<file path="src/rtl/apb_req_arbiter_if.sv">
// apb_req_arbiter_if
// Bundles the requester handshake and the APB bus around apb_req_arbiter.
//   req, req_write         per-requester request and direction (1 = write)
//   req_addr, req_wdata    flattened per-requester address/data, requester i at [32i+31:32i]
//   gnt, done, err, rdata  grant, one-cycle completion pulse, error qualifier, read data
//   paddr, pwdata, pwrite, penable, pselx   APB outputs
//   prdata, pready         APB slave response
// Modports: master = arbiter side, slave = requesters plus APB slave side.
interface apb_req_arbiter_if #(
  parameter int NREQ = 4
);
  logic [NREQ-1:0]    req;
  logic [NREQ-1:0]    req_write;
  logic [NREQ*32-1:0] req_addr;
  logic [NREQ*32-1:0] req_wdata;
  logic [NREQ-1:0]    gnt;
  logic [NREQ-1:0]    done;
  logic               err;
  logic [31:0]        rdata;
  logic [31:0]        prdata;
  logic               pready;
  logic [31:0]        paddr;
  logic [31:0]        pwdata;
  logic               pwrite;
  logic               penable;
  logic [2:0]         pselx;

  modport master (
    input  req, req_write, req_addr, req_wdata, prdata, pready,
    output gnt, done, err, rdata, paddr, pwdata, pwrite, penable, pselx
  );

  modport slave (
    output req, req_write, req_addr, req_wdata, prdata, pready,
    input  gnt, done, err, rdata, paddr, pwdata, pwrite, penable, pselx
  );
endinterface

</file>
<file path="src/rtl/apb_req_arbiter.sv">
// apb_req_arbiter
// Round-robin arbiter and APB master sequencer sharing one APB bus between
// NREQ requesters. Targets are decoded into a one-hot pselx; unmapped
// addresses finish with err and never reach the bus.
// Ports:
//   hclk      clock
//   hresetn   asynchronous active-low reset
//   bus       apb_req_arbiter_if.master (requester handshake + APB bus)
// Parameters: NREQ (2..8) requesters, TIMEOUT ACCESS wait limit.
// Optional build macro APB_ARB_TIMEOUT_EN: abort an ACCESS phase that waits
// TIMEOUT cycles for pready and report it with err. Without it ACCESS waits
// indefinitely and TIMEOUT has no effect.
//
// state  | meaning
// IDLE   | bus free; arbitrate; also the done cycle of a completed APB transfer
// SETUP  | APB setup phase, pselx driven, penable low
// ACCESS | APB access phase, penable high, waiting for pready
// ERR    | one-cycle decode-error completion, nothing on APB
module apb_req_arbiter #(
  parameter int NREQ    = 4,
  parameter int TIMEOUT = 16
) (
  input logic            hclk,
  input logic            hresetn,
  apb_req_arbiter_if.master bus
);
  localparam int IW = $clog2(NREQ);

  if (NREQ < 2 || NREQ > 8 || TIMEOUT < 1) begin : g_bad_param
    $error("apb_req_arbiter: NREQ must be 2..8 and TIMEOUT at least 1");
  end

  typedef enum logic [1:0] {IDLE, SETUP, ACCESS, ERR} state_t;

  state_t          state;
  logic [IW-1:0]   last;
  logic            found;
  logic [IW-1:0]   winner;
  logic [IW-1:0]   cand;
  logic [NREQ-1:0] win_oh;
  logic [31:0]     win_addr;
  logic [31:0]     win_wdata;
  logic            win_write;
  logic [2:0]      win_sel;

`ifdef APB_ARB_TIMEOUT_EN
  localparam int CW = $clog2(TIMEOUT + 1);
  logic [CW-1:0] tmo_cnt;
`endif

  // Only the top six address bits matter: each region is 64 MiB.
  function automatic logic [2:0] decode(input logic [5:0] top6);
    case (top6)
      6'b100000: decode = 3'b001;
      6'b100001: decode = 3'b010;
      6'b100010: decode = 3'b100;
      default:   decode = 3'b000;
    endcase
  endfunction

  // Search starts just after the previous winner, so the previous winner
  // is considered last.
  always_comb begin
    found  = 1'b0;
    winner = '0;
    cand   = '0;
    for (int i = 1; i <= NREQ; i++) begin
      cand = IW'((int'(last) + i) % NREQ);
      if (!found && bus.req[cand]) begin
        found  = 1'b1;
        winner = cand;
      end
    end
  end

  assign win_oh    = NREQ'(1) << winner;
  assign win_addr  = bus.req_addr[{winner, 5'b0} +: 32];
  assign win_wdata = bus.req_wdata[{winner, 5'b0} +: 32];
  assign win_write = bus.req_write[winner];
  assign win_sel   = decode(win_addr[31:26]);

  always_ff @(posedge hclk or negedge hresetn) begin
    if (!hresetn) begin
      state       <= IDLE;
      last        <= IW'(NREQ - 1);
      bus.gnt     <= '0;
      bus.done    <= '0;
      bus.err     <= 1'b0;
      bus.rdata   <= '0;
      bus.paddr   <= '0;
      bus.pwdata  <= '0;
      bus.pwrite  <= 1'b0;
      bus.penable <= 1'b0;
      bus.pselx   <= 3'b000;
`ifdef APB_ARB_TIMEOUT_EN
      tmo_cnt     <= '0;
`endif
    end else begin
      case (state)
        IDLE: begin
          bus.done <= '0;
          bus.err  <= 1'b0;
          bus.gnt  <= '0;
          if (found) begin
            bus.gnt    <= win_oh;
            last       <= winner;
            bus.paddr  <= win_addr;
            bus.pwdata <= win_wdata;
            bus.pwrite <= win_write;
            if (win_sel != 3'b000) begin
              bus.pselx <= win_sel;
              state     <= SETUP;
            end else begin
              // Decode error is reported straight away from ERR.
              bus.done  <= win_oh;
              bus.err   <= 1'b1;
              bus.rdata <= '0;
              state     <= ERR;
            end
          end
        end

        SETUP: begin
          bus.penable <= 1'b1;
`ifdef APB_ARB_TIMEOUT_EN
          tmo_cnt     <= '0;
`endif
          state       <= ACCESS;
        end

        ACCESS: begin
          if (bus.pready) begin
            bus.rdata   <= bus.pwrite ? 32'h0 : bus.prdata;
            bus.done    <= bus.gnt;
            bus.err     <= 1'b0;
            bus.gnt     <= '0;
            bus.pselx   <= 3'b000;
            bus.penable <= 1'b0;
            state       <= IDLE;
          end
`ifdef APB_ARB_TIMEOUT_EN
          // tmo_cnt counts completed wait cycles; this is the TIMEOUT-th one.
          else if (tmo_cnt == CW'(TIMEOUT - 1)) begin
            bus.rdata   <= '0;
            bus.done    <= bus.gnt;
            bus.err     <= 1'b1;
            bus.gnt     <= '0;
            bus.pselx   <= 3'b000;
            bus.penable <= 1'b0;
            state       <= IDLE;
          end else begin
            tmo_cnt <= tmo_cnt + 1'b1;
          end
`endif
        end

        ERR: begin
          bus.done <= '0;
          bus.err  <= 1'b0;
          bus.gnt  <= '0;
          state    <= IDLE;
        end

        default: state <= IDLE;
      endcase
    end
  end
endmodule

</file>
<file path="src/flat_wrapper.sv">
// flat-port wrapper written by rule: the top's interface ports become plain ports
module apb_req_arbiter_flat 
#(
  parameter int NREQ    = 4,
  parameter int TIMEOUT = 16
)
  (hclk, hresetn, bus_req, bus_req_write, bus_req_addr, bus_req_wdata, bus_prdata, bus_pready, bus_gnt, bus_done, bus_err, bus_rdata, bus_paddr, bus_pwdata, bus_pwrite, bus_penable, bus_pselx);
  apb_req_arbiter_if #(.NREQ(NREQ)) bus_i ();
  input logic hclk;
  input logic hresetn;
  input wire logic [$bits(bus_i.req)-1:0] bus_req;
  input wire logic [$bits(bus_i.req_write)-1:0] bus_req_write;
  input wire logic [$bits(bus_i.req_addr)-1:0] bus_req_addr;
  input wire logic [$bits(bus_i.req_wdata)-1:0] bus_req_wdata;
  input wire logic [$bits(bus_i.prdata)-1:0] bus_prdata;
  input wire logic [$bits(bus_i.pready)-1:0] bus_pready;
  output wire logic [$bits(bus_i.gnt)-1:0] bus_gnt;
  output wire logic [$bits(bus_i.done)-1:0] bus_done;
  output wire logic [$bits(bus_i.err)-1:0] bus_err;
  output wire logic [$bits(bus_i.rdata)-1:0] bus_rdata;
  output wire logic [$bits(bus_i.paddr)-1:0] bus_paddr;
  output wire logic [$bits(bus_i.pwdata)-1:0] bus_pwdata;
  output wire logic [$bits(bus_i.pwrite)-1:0] bus_pwrite;
  output wire logic [$bits(bus_i.penable)-1:0] bus_penable;
  output wire logic [$bits(bus_i.pselx)-1:0] bus_pselx;
  assign bus_i.req = bus_req;
  assign bus_i.req_write = bus_req_write;
  assign bus_i.req_addr = bus_req_addr;
  assign bus_i.req_wdata = bus_req_wdata;
  assign bus_i.prdata = bus_prdata;
  assign bus_i.pready = bus_pready;
  assign bus_gnt = bus_i.gnt;
  assign bus_done = bus_i.done;
  assign bus_err = bus_i.err;
  assign bus_rdata = bus_i.rdata;
  assign bus_paddr = bus_i.paddr;
  assign bus_pwdata = bus_i.pwdata;
  assign bus_pwrite = bus_i.pwrite;
  assign bus_penable = bus_i.penable;
  assign bus_pselx = bus_i.pselx;
  apb_req_arbiter #(.NREQ(NREQ), .TIMEOUT(TIMEOUT)) u_core (.hclk(hclk), .hresetn(hresetn), .bus(bus_i));
endmodule
</file>
<file path="config.mk">
export PLATFORM = sky130hd
export DESIGN_NAME = apb_req_arbiter_flat
export DESIGN_NICKNAME = d
export VERILOG_FILES = /design/src/rtl/apb_req_arbiter_if.sv /design/src/rtl/apb_req_arbiter.sv /design/src/flat_wrapper.sv
export SDC_FILE = /design/constraint.sdc
export NUM_CORES = 1
export LEC_CHECK = 0
export ABC_AREA = 1
export ABC_CLOCK_PERIOD_IN_PS = 2500
export BUFFER_PORTS_ARGS = -buffer_cell sky130_fd_sc_hd__buf_2
export CAP_MARGIN = 20
export CORE_AREA = 2 2 157 159
export DETAILED_ROUTE_END_ITERATION = 10
export DIE_AREA = 0 0 159 161
export PLACE_DENSITY = 0.54
export SLEW_MARGIN = 5
export SYNTH_ARGS = -nofsm -noshare
export SYNTH_HDL_FRONTEND = slang
export SYNTH_SLANG_ARGS = --single-unit
</file>
<file path="constraint.sdc">
create_clock -name hclk -period 2.5 [get_ports hclk]
set_input_delay 0.375 -clock hclk [delete_from_list [all_inputs] [get_ports hclk]]
set_output_delay 0.375 -clock hclk [all_outputs]
set_load 0.02 [all_outputs]
</file>
# After elaboration in Yosys (flattened, before gate mapping)
# Index checks and enable logic that the tools add are counted.
[classes]
n_shift = 3
mux = 44
n_reduce_logical = 17
addsub = 4
n_lt_le_gt_ge = 5
n_eq_ne = 10
[op_table]
columns = ["cell", "count"]
rows = [
  ["$shiftx A128 B8 Y32", 2],
  ["$mux W32", 4],
  ["$pmux W32 S2", 1],
  ["$pmux W4 S3", 2],
  ["$mux W4", 5],
  ["$eq A6 B6 Y1 const B", 3],
  ["$lt A2 B3 Y1 const B", 5],
  ["$mux W2", 7],
  ["$mux W1", 12],
  ["$bmux W1 S2", 5],
  ["$mux W3", 3],
  ["$pmux W3 S3", 1],
  ["$pmux W2 S4", 1],
  ["$reduce_and A2 Y1", 4],
  ["$reduce_and A4 Y1", 2],
  ["$pmux W3 S2", 1],
  ["$reduce_bool A3 Y1", 2],
  ["$add A2 B1 Y2 const B", 2],
  ["$add A2 B2 Y2 const B", 2],
  ["$eq A2 B2 Y1 const B", 2],
  ["$ne A2 B1 Y1 const B", 2],
  ["$ne A2 B2 Y1 const B", 2],
  ["$reduce_bool A2 Y1", 2],
  ["$shl A1 B2 Y4 const A", 1],
  ["other kinds (6)", 10],
]
[totals]
word_cells = 94
inputBits = 299
register_bits = 114
out_inout_bits = 110

# Longest topological paths before layout
# Gate-level depths: netlist (run 1).
[logic_depth]
depth_word = 20
depth_mapped = 24
depth_no_buf = 21

# Worst setup path after synthesis (run 1)
# No wires, ideal clock.
[synth_path]
kind = "flip-flop to flip-flop"
from = "register u_core.last[1]"
to = "register u_core.bus.rdata[4]"
t_required_ns = 2.382
period_less_slack_ns = 2.586
path_buffers = 3
setup_time_ns = 0.118
stages_incl_launch_ff = 23
t_arrival_ns = 2.469
slack_ns = -0.086
path_cell_list = "dfstp_2 buf_2 inv_2 nand2_1 nand2_2 nand2_2 nand2_1 nor2_2 nand3_2 nand2_2 nand2_4 buf_6 nand3_1 nand2_1 nor2_1 nor2_1 nand3_1 nand2_2 nand2_4 nand2_4 buf_12 nand2_2 nand2_1"
[synth_via]
elab_chain_len = 19
word_cells_on_any_way = 35
cone_classes = "add/sub (4); eq/ne (5); shift (1); mux (17); reduce/logical (8)"
[synth_rtl]
columns = ["item", "line_no", "text"]
rows = [
  ["from (decl)", "apb_req_arbiter.sv:36", "logic [IW-1:0] last;"],
  ["from (signal assigned)", "apb_req_arbiter.sv:85", "last <= IW'(NREQ - 1);"],
  ["from (signal assigned)", "apb_req_arbiter.sv:106", "last <= winner;"],
  ["$add A2 B1 Y2", "apb_req_arbiter.sv:68", "cand = IW'((int'(last) + i) % NREQ);"],
  ["$bmux W1 S2", "apb_req_arbiter.sv:69", "if (!found && bus.req[cand]) begin"],
  ["$mux W1 (implied by the code)", "apb_req_arbiter.sv:69", ""],
  ["$mux W1", "apb_req_arbiter.sv:69", ""],
  ["$logic_not A1 Y1", "apb_req_arbiter.sv:69", ""],
  ["$logic_and A1 B1 Y1", "apb_req_arbiter.sv:69", ""],
  ["$mux W1", "apb_req_arbiter.sv:69", ""],
  ["$logic_not A1 Y1", "apb_req_arbiter.sv:69", ""],
  ["[3 not listed]", "n/a", ""],
  ["$logic_and A1 B1 Y1", "apb_req_arbiter.sv:69", ""],
  ["$mux W2", "apb_req_arbiter.sv:69", ""],
  ["$shiftx A128 B8 Y32", "apb_req_arbiter.sv:77", "assign win_addr = bus.req_addr[{winner, 5'b0} +: 32];"],
  ["$eq A6 B6 Y1", "apb_req_arbiter.sv:53", "case (top6)"],
  ["$pmux W3 S3", "apb_req_arbiter.sv:53", ""],
  ["$reduce_bool A3 Y1", "apb_req_arbiter.sv:110", "if (win_sel != 3'b000) begin"],
  ["$ne A2 B2 Y1 (no line)", "n/a", ""],
  ["$reduce_and A4 Y1 (no line) *", "n/a", ""],
  ["to (signal assigned)", "apb_req_arbiter.sv:133", "bus.rdata <= bus.pwrite ? 32'h0 : bus.prdata;"],
  ["to (decl)", "apb_req_arbiter_if.sv:30", "output gnt, done, err, rdata, paddr, pwdata, pwrite, penable, pselx"],
]
# Mark *: on every way between the ends. The rest lies on a longest branch, timed or not. The select of a mux whose other input is x is not followed.
# A chain may end at the register's enable or synchronous reset.

# Worst setup path after layout (run 1)
[layout_path]
from = "register u_core.last[0]"
to = "register u_core.bus.rdata[24]"
# Same word-level chain as after synthesis.

==> impl_metrics.py, run 1 <==
metrics = {
    "timing": {
        "min_period_ps": 2700,
        "slew_viol_final": 0,
        "slew_headroom_pct": 63.81,
        "finalCritPeriodShare_pct": 108.0,
        "setup_viol": 41,
        "fmax_mhz": 370.3,
        "rsz0062_at_grt": "yes",
        "finalHoldViolCount": 0,
        "worst_slew_pin_slew_ps": 541.5,
        "fin_ws_ps": -200.4,
        "setup_tns_ps": -7113,
        "fin_skew_ps": 12.76,
    },
    "clocking": {
        "cts.sinks": 114,
        "clockRootBuffer": "clkbuf_16",
        "cts_tree": "done",
        "clk_pin_slew_worst_paths_ps": 60,
        "cts-buffers-inserted": 17,
        "clk_path_buf_depth": 2,
        "clk_latency_ps": 420,
        "htreeDepth": 4,
    },
    "logic_synthesis": {
        "yosys_warnings": 0,
        "synthCells": 906,
        "ys_top_cells_by_area": "dfrtp_1 (44%), nand2_1 (25%), a22oi_1 (5.8%), nand3_1 (4.4%), nor2_1 (4.0%)",
        "avgSynthCellArea_sq_um": 7.094,
        "yosysTopAreaCellShare_pct": 43.61,
        "ys_ff_latch": 114,
        "post_synth_num_cell_types": 24,
        "netlist_area_sq_um": 6427,
        "syn-num-nets": 1205,
        "yosysTopAreaCell": "dfrtp_1",
        "seq_area_frac_synth_pct": 44.42,
    },
    "placed_design": {
        "io_buffers": 408,
        "dp_slack_ps": -269.8,
        "place_inst": 1629,
        "gp_congestion": 0.8338,
        "place_area_sq_um": 9146,
        "post-dp-hpwl_um": 21950,
    },
    "final_layout": {
        "nets": 1646,
        "fillers": 2553,
        "design_area_sq_um": 10410,
        "drive_gt1_share_pct": 42.87,
        "area_growth_pct": 61.98,
        "finalNonFillerCells": 1693,
    },
    "routing": {
        "first_pass_iters": 5,
        "ant_nets": 0,
        "vias": 8087,
        "drt_iter0_drc": 642,
        "vias_per_cell": 4.777,
        "drt_drc_violations_left": 0,
        "wl_per_cell_um": 17.60,
        "wirelength_um": 29800,
    },
    "critical_path": {
        "slowest_delay_ps": 600,
        "arrival_ps": 3040,
        "cp_top_family": "simple AND/OR/NAND/NOR gates",
        "crit_top_cell": "nand2_2",
        "slowest_stage": "dfstp_2",
        "required_ps": 2840,
        "path_buf_inv": 3,
        "cp-start-kind": "flop",
        "worst-setup-path-type": "flop to flop",
        "path_cells": "inv_4, nand2_1, nand2_2, nand2_2, nand2_2, nor2_4, nand3_2, nand2_4, clkbuf_16, nand4_1, nand2_2, nor2_4, nor2_4, nand3_2, nand2_4, nand2_8, nand2_8, buf_12, nand2_1, nand2_1",
        "end_kind": "flop",
        "cp_max_fo": 11,
    },
    "global_route": {
        "grt.total_usage_pct": 21.63,
        "grt_pass1_wl_um": 42920,
        "grt_max_degree": 81,
        "antenna_found_initial": 16,
        "grt_overflow": 0,
        "grt_pass1_vias": 7575,
    },
    "power": {
        "power_density_nw_per_um2": 1890,
        "power_mw": 19.68,
        "ir_drop_mv": 0.8216,
        "power.leakage_nw": 5.663,
    },
    "hold_path": {
        "hold_class": "input pin to flop",
    },
    "floorplan": {
        "io_pins": 409,
        "die_w_um": 159,
        "initial_core_util_pct": 26.82,
        "row_count": 57,
        "dieArea_sq_um": 25600,
        "core_sq_um": 23960,
        "die_height_um": 161,
    },
    "run_status": {
        "violations": "negative setup slack",
        "status": "finished with violations",
    },
    "job": {
        "maxCapViolCount": 0,
    },
}
[tightest hold or removal path, stage by stage]
cell and delay, ps:
buf_2 80, a22oi_1 50, a31oi_1 120
[flip-flops by register name (all words and copies together) (netlist names)]
signal	count
u_core.state	2
u_core.bus.done	4
u_core.bus.paddr	32
u_core.bus.penable	1
u_core.bus.pwrite	1
u_core.last	2
u_core.bus.pwdata	32
u_core.bus.gnt	4
u_core.bus.err	1
u_core.bus.rdata	32
u_core.bus.pselx	3
[kinds of logic (layout without fill, tap and decap cells)]
| group | count (synthesis) | count (layout) | synth area share (%) |
|---|---|---|---|
| AOI/OAI and AO/OA | 89 | 89 | 9.383 |
| buffers and inverters | 77 | 530 | 5.373 |
| DFF | 114 | 114 | 44.42 |
| other | 0 | 9 | 0 |
| and+or+nand+nor | 626 | 627 | 40.82 |
[path summary, 6_finish.rpt]
check / cells past startpoint / end / from / slack [ps]
worst min register to register: 2 / u_core.bus.penable / u_core.bus.penable / 460
min in group asynchronous: 2 / u_core.bus.done[0] / hresetn / 460
worst max-delay path: 20 / u_core.bus.rdata[24] / u_core.last[0] / -200
max in group asynchronous: 3 / u_core.bus.pwdata[26] / hresetn / 1380
worst max register to register: 20 / u_core.bus.rdata[24] / u_core.last[0] / -200
worst min-delay path: 3 / u_core.bus.paddr[14] / bus_req_addr[110] / 260
[area by class of cell]
cell class	count	area (sq um)	share of cell area, %
multi-input cells	716	3433	32.98
flip-flops and latches	114	2855	27.42
repair buffers	480	2985	28.67
well taps	324	405.4	3.894
clock inverters	9	152.6	1.466
clock buffers	23	478.0	4.591
diodes	9	22.52	0.2163
inverters	18	78.83	0.7571
[power breakdown]
group | switching, mW | internal [mW]
Clock | 0.894 | 1.75
Combinational | 8.26 | 5.66
Sequential | 0.450 | 2.66
Total | 9.61 | 10.1
[through the flow]
stage / utilization, % / hold slack (ps)
3_3_place_gp: 38.17 / 336.5
2_1_floorplan: - / 79.41
4_1_cts: 41.61 / 244.4
3_5_place_dp: 38.17 / 337.9
5_1_grt: 43.42 / 258.2
6_report: 43.45 / 258.4
[cell usage in the layout (no fill, tap or decap), drive strengths merged, types with 2 or more instances in the layout]
cell    instances
buf           471
nand2         455
dfrtp         112
nor2           73
nand3          57
a22oi          50
nand4          40
clkbuf         31
a31oi          26
inv            16
o21ai          12
diode           9
clkinv          7
bufinv          4
dfstp           2
[synthesized netlist by cell type]
library cell / n
nand2_1: 427
dfrtp_1: 112
nor2_1: 69
nand3_1: 56
a22oi_1: 50
clkbuf_1: 45
nand4_1: 40
a31oi_1: 26
nand2_2: 24
inv_1: 13
o21ai_0: 12
buf_2: 7
nor2_2: 4
buf_1: 3
clkinv_1: 3
nand2_4: 3
buf_12: 2
buf_6: 2
dfstp_2: 2
inv_2: 2
a21oi_1: 1
nand3_2: 1
nand3b_1: 1
nor3_1: 1
[routing by layer]
metal,share of wire (%),GRT usage [%],vias up
li1,-,-,3881
met1,39,25.99,3760
met2,50,36.80,378
met3,8.4,6.497,58
met4,2.3,7.851,10
met5,0.22,0,-
[timing repair]
action                                  4_1_cts  5_1_grt
endpoints found under the hold margin        23        0
pin swaps                                     3       12
endpoints found under the setup margin       96      101
gates resized for setup                      21       42
hold buffers                                  1        0
buffers inserted                              8        4
cloned                                        1        9
Note: power is estimated with default switching activity, not from simulation.
==> inputs of run 2 (changes only) <==
--- a/config.mk
+++ b/config.mk
@@ -12,7 +12,6 @@
 export CORE_AREA = 2 2 157 159
 export DETAILED_ROUTE_END_ITERATION = 10
 export DIE_AREA = 0 0 159 161
-export PLACE_DENSITY = 0.54
 export SLEW_MARGIN = 5
 export SYNTH_ARGS = -nofsm -noshare
 export SYNTH_HDL_FRONTEND = slang
==> impl_metrics.py, run 2 (synthesis gave the netlist of run 1 again) <==
metrics = {
    "run_status": {
        "status": "finished with violations",
        "violations": "negative setup slack",
    },
    "routing": {
        "wirelength_um": 28080,
        "vias_per_cell": 4.777,
        "first_pass_iters": 5,
        "ant_nets": 0,
        "wl_per_cell_um": 16.73,
        "drt_iter0_drc": 547,
        "vias": 8021,
        "drt_drc_violations_left": 0,
    },
    "clocking": {
        "clockRootBuffer": "clkbuf_16",
        "cts-hold-fix-buffers": 0,
        "clk_latency_ps": 410,
        "cts.sinks": 114,
        "cts-buffers-inserted": 17,
        "clk_pin_slew_worst_paths_ps": 60,
        "htreeDepth": 4,
        "clk_path_buf_depth": 2,
        "cts_tree": "done",
    },
    "global_route": {
        "grt_pass1_wl_um": 42460,
        "antenna_found_initial": 10,
        "grt_pass1_vias": 7792,
        "grt.total_usage_pct": 21.17,
        "grt_overflow": 0,
        "grt_max_degree": 115,
    },
    "floorplan": {
        "dieArea_sq_um": 25600,
        "die_height_um": 161,
        "die_w_um": 159,
        "core_sq_um": 23960,
        "row_count": 57,
        "io_pins": 409,
        "initial_core_util_pct": 26.82,
    },
    "final_layout": {
        "final_common_cell": "buf_2",
        "drive_gt1_share_pct": 42.93,
        "fin_util_pct": 42.12,
        "area_growth_pct": 57.02,
        "nets": 1637,
        "biggestRegsByFlops": "u_core.bus.paddr x32, u_core.bus.pwdata x32, u_core.bus.rdata x32",
        "layout_common_cells": "buf_2 (407), nand2_1 (404), dfrtp_1 (112)",
    },
    "timing": {
        "finalHoldViolCount": 0,
        "finalCritPeriodShare_pct": 110.8,
        "slew_headroom_pct": 52.44,
        "slew_viol_final": 0,
        "worst_slew_pin_slew_ps": 713.3,
        "fin_skew_ps": 15.56,
        "fmax_mhz": 361.1,
        "rsz0062_at_grt": "yes",
        "fin_ws_ps": -269.4,
        "min_period_ps": 2769,
        "setup_viol": 47,
    },
    "critical_path": {
        "required_ps": 2840,
        "end_kind": "flop",
        "cp-start-kind": "flop",
        "cp_max_fo": 12,
        "arrival_ps": 3110,
        "worst-setup-path-type": "flop to flop",
    },
    "hold_path": {
        "hold_class": "input pin to asynchronous set/reset pin",
    },
    "power": {
        "ir_drop_mv": 0.9693,
        "power_density_nw_per_um2": 1809,
        "power_mw": 18.26,
        "power.leakage_nw": 5.518,
    },
    "placed_design": {
        "gp_congestion": 0.8919,
        "post-dp-hpwl_um": 21010,
        "io_buffers": 408,
        "dp_slack_ps": -403.8,
    },
    "job": {
        "maxCapViolCount": 0,
    },
}
==> run 2: cell type report <==
| type | count | area [sq um] |
|---|---|---|
| multi-input combinational | 716 | 3442 |
| timing repair buffer | 471 | 2744 |
| clock buffer | 17 | 425.4 |
| tap | 324 | 405.4 |
| sequential | 114 | 2855 |
| fill | 2527 | 13870 |
| clock inverter | 15 | 136.4 |
| inverter | 18 | 73.82 |
| antenna | 4 | 10.01 |
==> run 2: power by group <==
group | switching [mW] | internal (mW)
Combinational | 7.95 | 4.88
Clock | 0.952 | 1.38
Sequential | 0.443 | 2.66
==> run 2: what timing repair did <==
item | CTS | global route
pin swaps | 6 | 10
endpoints found under the hold margin | 0 | 0
endpoints found under the setup margin | 100 | 107
buffers inserted | 4 | 5
gates cloned | 3 | 1
resized for setup | 41 | 13
==> run 2: worst paths after layout <==
kind                                          to  cells past startpoint  slack [ps]                  from
min in group hclk            u_core.bus.paddr[4]                      3         260      bus_req_addr[36]
hold reg to reg             u_core.bus.rdata[28]                      2         460  u_core.bus.rdata[28]
setup / recovery             u_core.bus.rdata[8]                     22        -270        u_core.last[1]
max in group asynchronous  u_core.bus.pwdata[10]                      2        1890               hresetn
setup reg to reg             u_core.bus.rdata[8]                     22        -270        u_core.last[1]
hold / removal               u_core.bus.rdata[6]                      2          30               hresetn
==> run 2: routing by layer <==
metal  GRT usage [%]  up-vias  wire length [um]
met5               0        -                22
met1           25.13     3764             11200
li1                -     3845                 -
met3           6.985       50              2141
met2           36.80      358             14130
met4           5.785        4               586
==> run 2: metrics by stage <==
step	instances	hold WS, ps	cell area, sq um	setup TNS, ps
after floorplan	906	79.41	6454	0
after global placement	1630	453.6	9166	-12640
after detailed placement	1630	454.0	9166	-21060
after CTS	1669	83.78	9983	-6223
after global routing	1678	97.91	10090	-26320
final	1679	32.71	10090	-9063
==> run 2: critical path, stage by stage (launching register included) <==
cell and delay [ps]:
dfstp_2 600, inv_4 60, nand2_1 70, nand2_1 70, nand2_1 100, nand2_2 80
inv_1 80, nand2_2 100, nor2_4 180, nand2_8 90, buf_12 150, nand3_1 60
nand2_1 80, nand2_2 70, nand2_2 70, nor2_4 140, nand3_2 100, nand2_2 110
nand2_4 90, nand2_8 140, clkbuf_16 180, nand2_2 40, nand2_1 50
==> inputs of run 3 (changes only) <==
--- a/config.mk
+++ b/config.mk
@@ -8,7 +8,7 @@
 export ABC_AREA = 1
 export ABC_CLOCK_PERIOD_IN_PS = 2500
 export BUFFER_PORTS_ARGS = -buffer_cell sky130_fd_sc_hd__buf_2
-export CAP_MARGIN = 20
+export CAP_MARGIN = 30
 export CORE_AREA = 2 2 157 159
 export DETAILED_ROUTE_END_ITERATION = 10
 export DIE_AREA = 0 0 159 161
==> constraint.sdc (replaced) <==
create_clock -name hclk -period 2.5 [get_ports hclk]
set_input_delay 0.25 -clock hclk [delete_from_list [all_inputs] [get_ports hclk]]
set_output_delay 0.25 -clock hclk [all_outputs]
set_load 0.02 [all_outputs]
==> impl_metrics.py, run 3 (synthesis gave the netlist of run 1 again) <==
metrics = {
    "timing": {
        "whs_ps": 126.5,
        "finalCritPeriodShare_pct": 118.3,
        "fin_ws_ps": -456.4,
        "fin_skew_ps": 16.00,
        "setup_viol": 103,
        "finalHoldViolCount": 0,
        "worst_slew_pin_slew_ps": 510.1,
        "rsz0062_at_grt": "yes",
        "min_period_ps": 2956,
        "slew_headroom_pct": 65.99,
        "fmax_mhz": 338.3,
        "slew_viol_final": 0,
    },
    "power": {
        "pwr-share-clk_pct": 11.2,
        "ir_drop_mv": 0.8087,
        "power.leakage_nw": 5.969,
        "comb_power_share_pct": 74.9,
        "p_switching_mw": 10.72,
        "pwr-share-seq_pct": 13.9,
        "swShare_pct": 47.77,
        "p_int_mw": 11.72,
        "power_density_nw_per_um2": 2011,
    },
    "critical_path": {
        "timing.rr.start": "u_core.last[0]",
        "worst-setup-path-type": "flop to flop",
        "cp-start-kind": "flop",
        "slowest_delay_ps": 600,
        "slowest_stage": "dfstp_2",
        "arrival_ps": 3250,
        "cp_max_fo": 8,
        "required_ps": 2790,
        "end_kind": "flop",
        "crit_path_start": "u_core.last[0]",
        "path_cells": "clkinv_4, nand2_4, nand2_2, buf_4, o21ai_1, nand3_4, nand2_4, nand2_8, buf_8, nand3_1, nand2_2, nor2_4, nand3_2, nand2_2, nand2_4, buf_12, clkbuf_16, nand3_1, nand2_1",
    },
    "final_layout": {
        "multi_input_area_sq_um": 3712,
        "drive_gt1_share_pct": 49.35,
        "fin_util_pct": 46.55,
        "layout_common_cells": "buf_2 (407), nand2_1 (368), dfrtp_1 (112)",
        "fillers": 2449,
        "biggestRegsByFlops": "u_core.bus.paddr x32, u_core.bus.pwdata x32, u_core.bus.rdata x32",
        "finalNonFillerCells": 1721,
        "seqCellArea_sq_um": 2855,
        "nets": 1679,
        "final_common_cell": "buf_2",
        "area_growth_pct": 73.54,
    },
    "clocking": {
        "htreeDepth": 4,
        "clk_path_buf_depth": 2,
        "clk_pin_slew_worst_paths_ps": 60,
        "cts.sinks": 114,
        "clk_latency_ps": 420,
        "cts-buffers-inserted": 17,
        "clockRootBuffer": "clkbuf_16",
        "cts_tree": "done",
    },
    "floorplan": {
        "die_w_um": 159,
        "dieArea_sq_um": 25600,
        "initial_core_util_pct": 26.82,
        "io_pins": 409,
        "die_height_um": 161,
        "row_count": 57,
        "core_sq_um": 23960,
    },
    "global_route": {
        "grt_pass1_vias": 8213,
        "grt_max_degree": 81,
        "grt_pass1_wl_um": 45510,
        "antenna_found_initial": 9,
        "grt_overflow": 0,
        "grt.total_usage_pct": 22.83,
    },
    "routing": {
        "ant_nets": 0,
        "drt_iter0_drc": 595,
        "wirelength_um": 30990,
        "vias_per_cell": 4.846,
        "wl_per_cell_um": 18.01,
        "vias": 8340,
        "first_pass_iters": 5,
        "drt_drc_violations_left": 0,
    },
    "placed_design": {
        "io_buffers": 408,
        "place_inst": 1631,
        "post-dp-hpwl_um": 21340,
        "gp_congestion": 0.9061,
    },
    "job": {
        "maxCapViolCount": 0,
    },
    "run_status": {
        "violations": "negative setup slack",
        "status": "finished with violations",
    },
    "hold_path": {
        "hp-start": "bus_req_wdata[108]",
        "hold_class": "input pin to flop",
    },
}
-- run 3: power groups by stage --
stage / Clock [mW] / Sequential (mW) / Combinational, mW
after detailed placement: 0 / 3.11 / 11.8
after CTS: 2.56 / 3.11 / 15.3
after global routing: 2.65 / 3.21 / 18.0
final: 2.51 / 3.12 / 16.8
after floorplan: 0 / 3.90 / 6.44
after global placement: 0 / 3.10 / 11.6
-- run 3: layout make-up --
cell class,instances,area share (%)
inverters,18,0.7964
repair buffers,514,31.19
clock buffers,18,3.937
flip-flops and latches,114,25.60
well taps,324,3.634
diodes,5,0.1122
clock inverters,13,1.447
multi-input cells,715,33.28
-- run 3: path summary, 6_finish.rpt --
path                                         endpoint  slack, ps  cells after the start
worst max-delay path             u_core.bus.rdata[24]       -460                     19
worst max register to register   u_core.bus.rdata[24]       -460                     19
max in group asynchronous       u_core.bus.pwdata[14]       1410                      3
min in group asynchronous        u_core.bus.paddr[28]        380                      2
worst min-delay path            u_core.bus.pwdata[12]        130                      3
worst min register to register    u_core.bus.paddr[7]        470                      2
-- run 3: per-layer routing --
| layer | wire [um] | GRT usage (%) | vias up |
|---|---|---|---|
| met4 | 931 | 7.355 | 4 |
| li1 | - | - | 3937 |
| met3 | 2377 | 6.163 | 64 |
| met2 | 15670 | 40.85 | 371 |
| met5 | 24 | 0 | - |
| met1 | 11980 | 26.59 | 3964 |
-- run 3: through the flow --
| stage | instance area [sq um] | setup slack, ps | setup TNS [ps] | total power [mW] |
|---|---|---|---|---|
| final | 11150 | -456.4 | -30290 | 22.43 |
| after global routing | 11150 | -571.6 | -42840 | 23.87 |
| after CTS | 10650 | -258.4 | -18030 | 20.97 |
| after detailed placement | 9174 | -428.8 | -21540 | 14.87 |
| after global placement | 9174 | -284.1 | -12380 | 14.73 |
| after floorplan | 6454 | 1.699 | 0 | 10.33 |
-- run 3: critical path: cells and delay by family (launching register included) --
family                 cells  cell delay [ps]
AO/OA/AOI/OAI              1              190
flip-flops                 1              600
buffers and inverters      5              720
AND/OR/NAND/NOR           13             1290
-- run 3: repair_timing --
item / 4_1_cts / 5_1_grt
endpoints found under the hold margin: 32 / 0
endpoints found under the setup margin: 100 / 107
setup buffers: 29 / 14
gates resized for setup: 94 / 86
gates cloned: 11 / 7
hold buffers: 1 / 0
pin swaps: 22 / 72
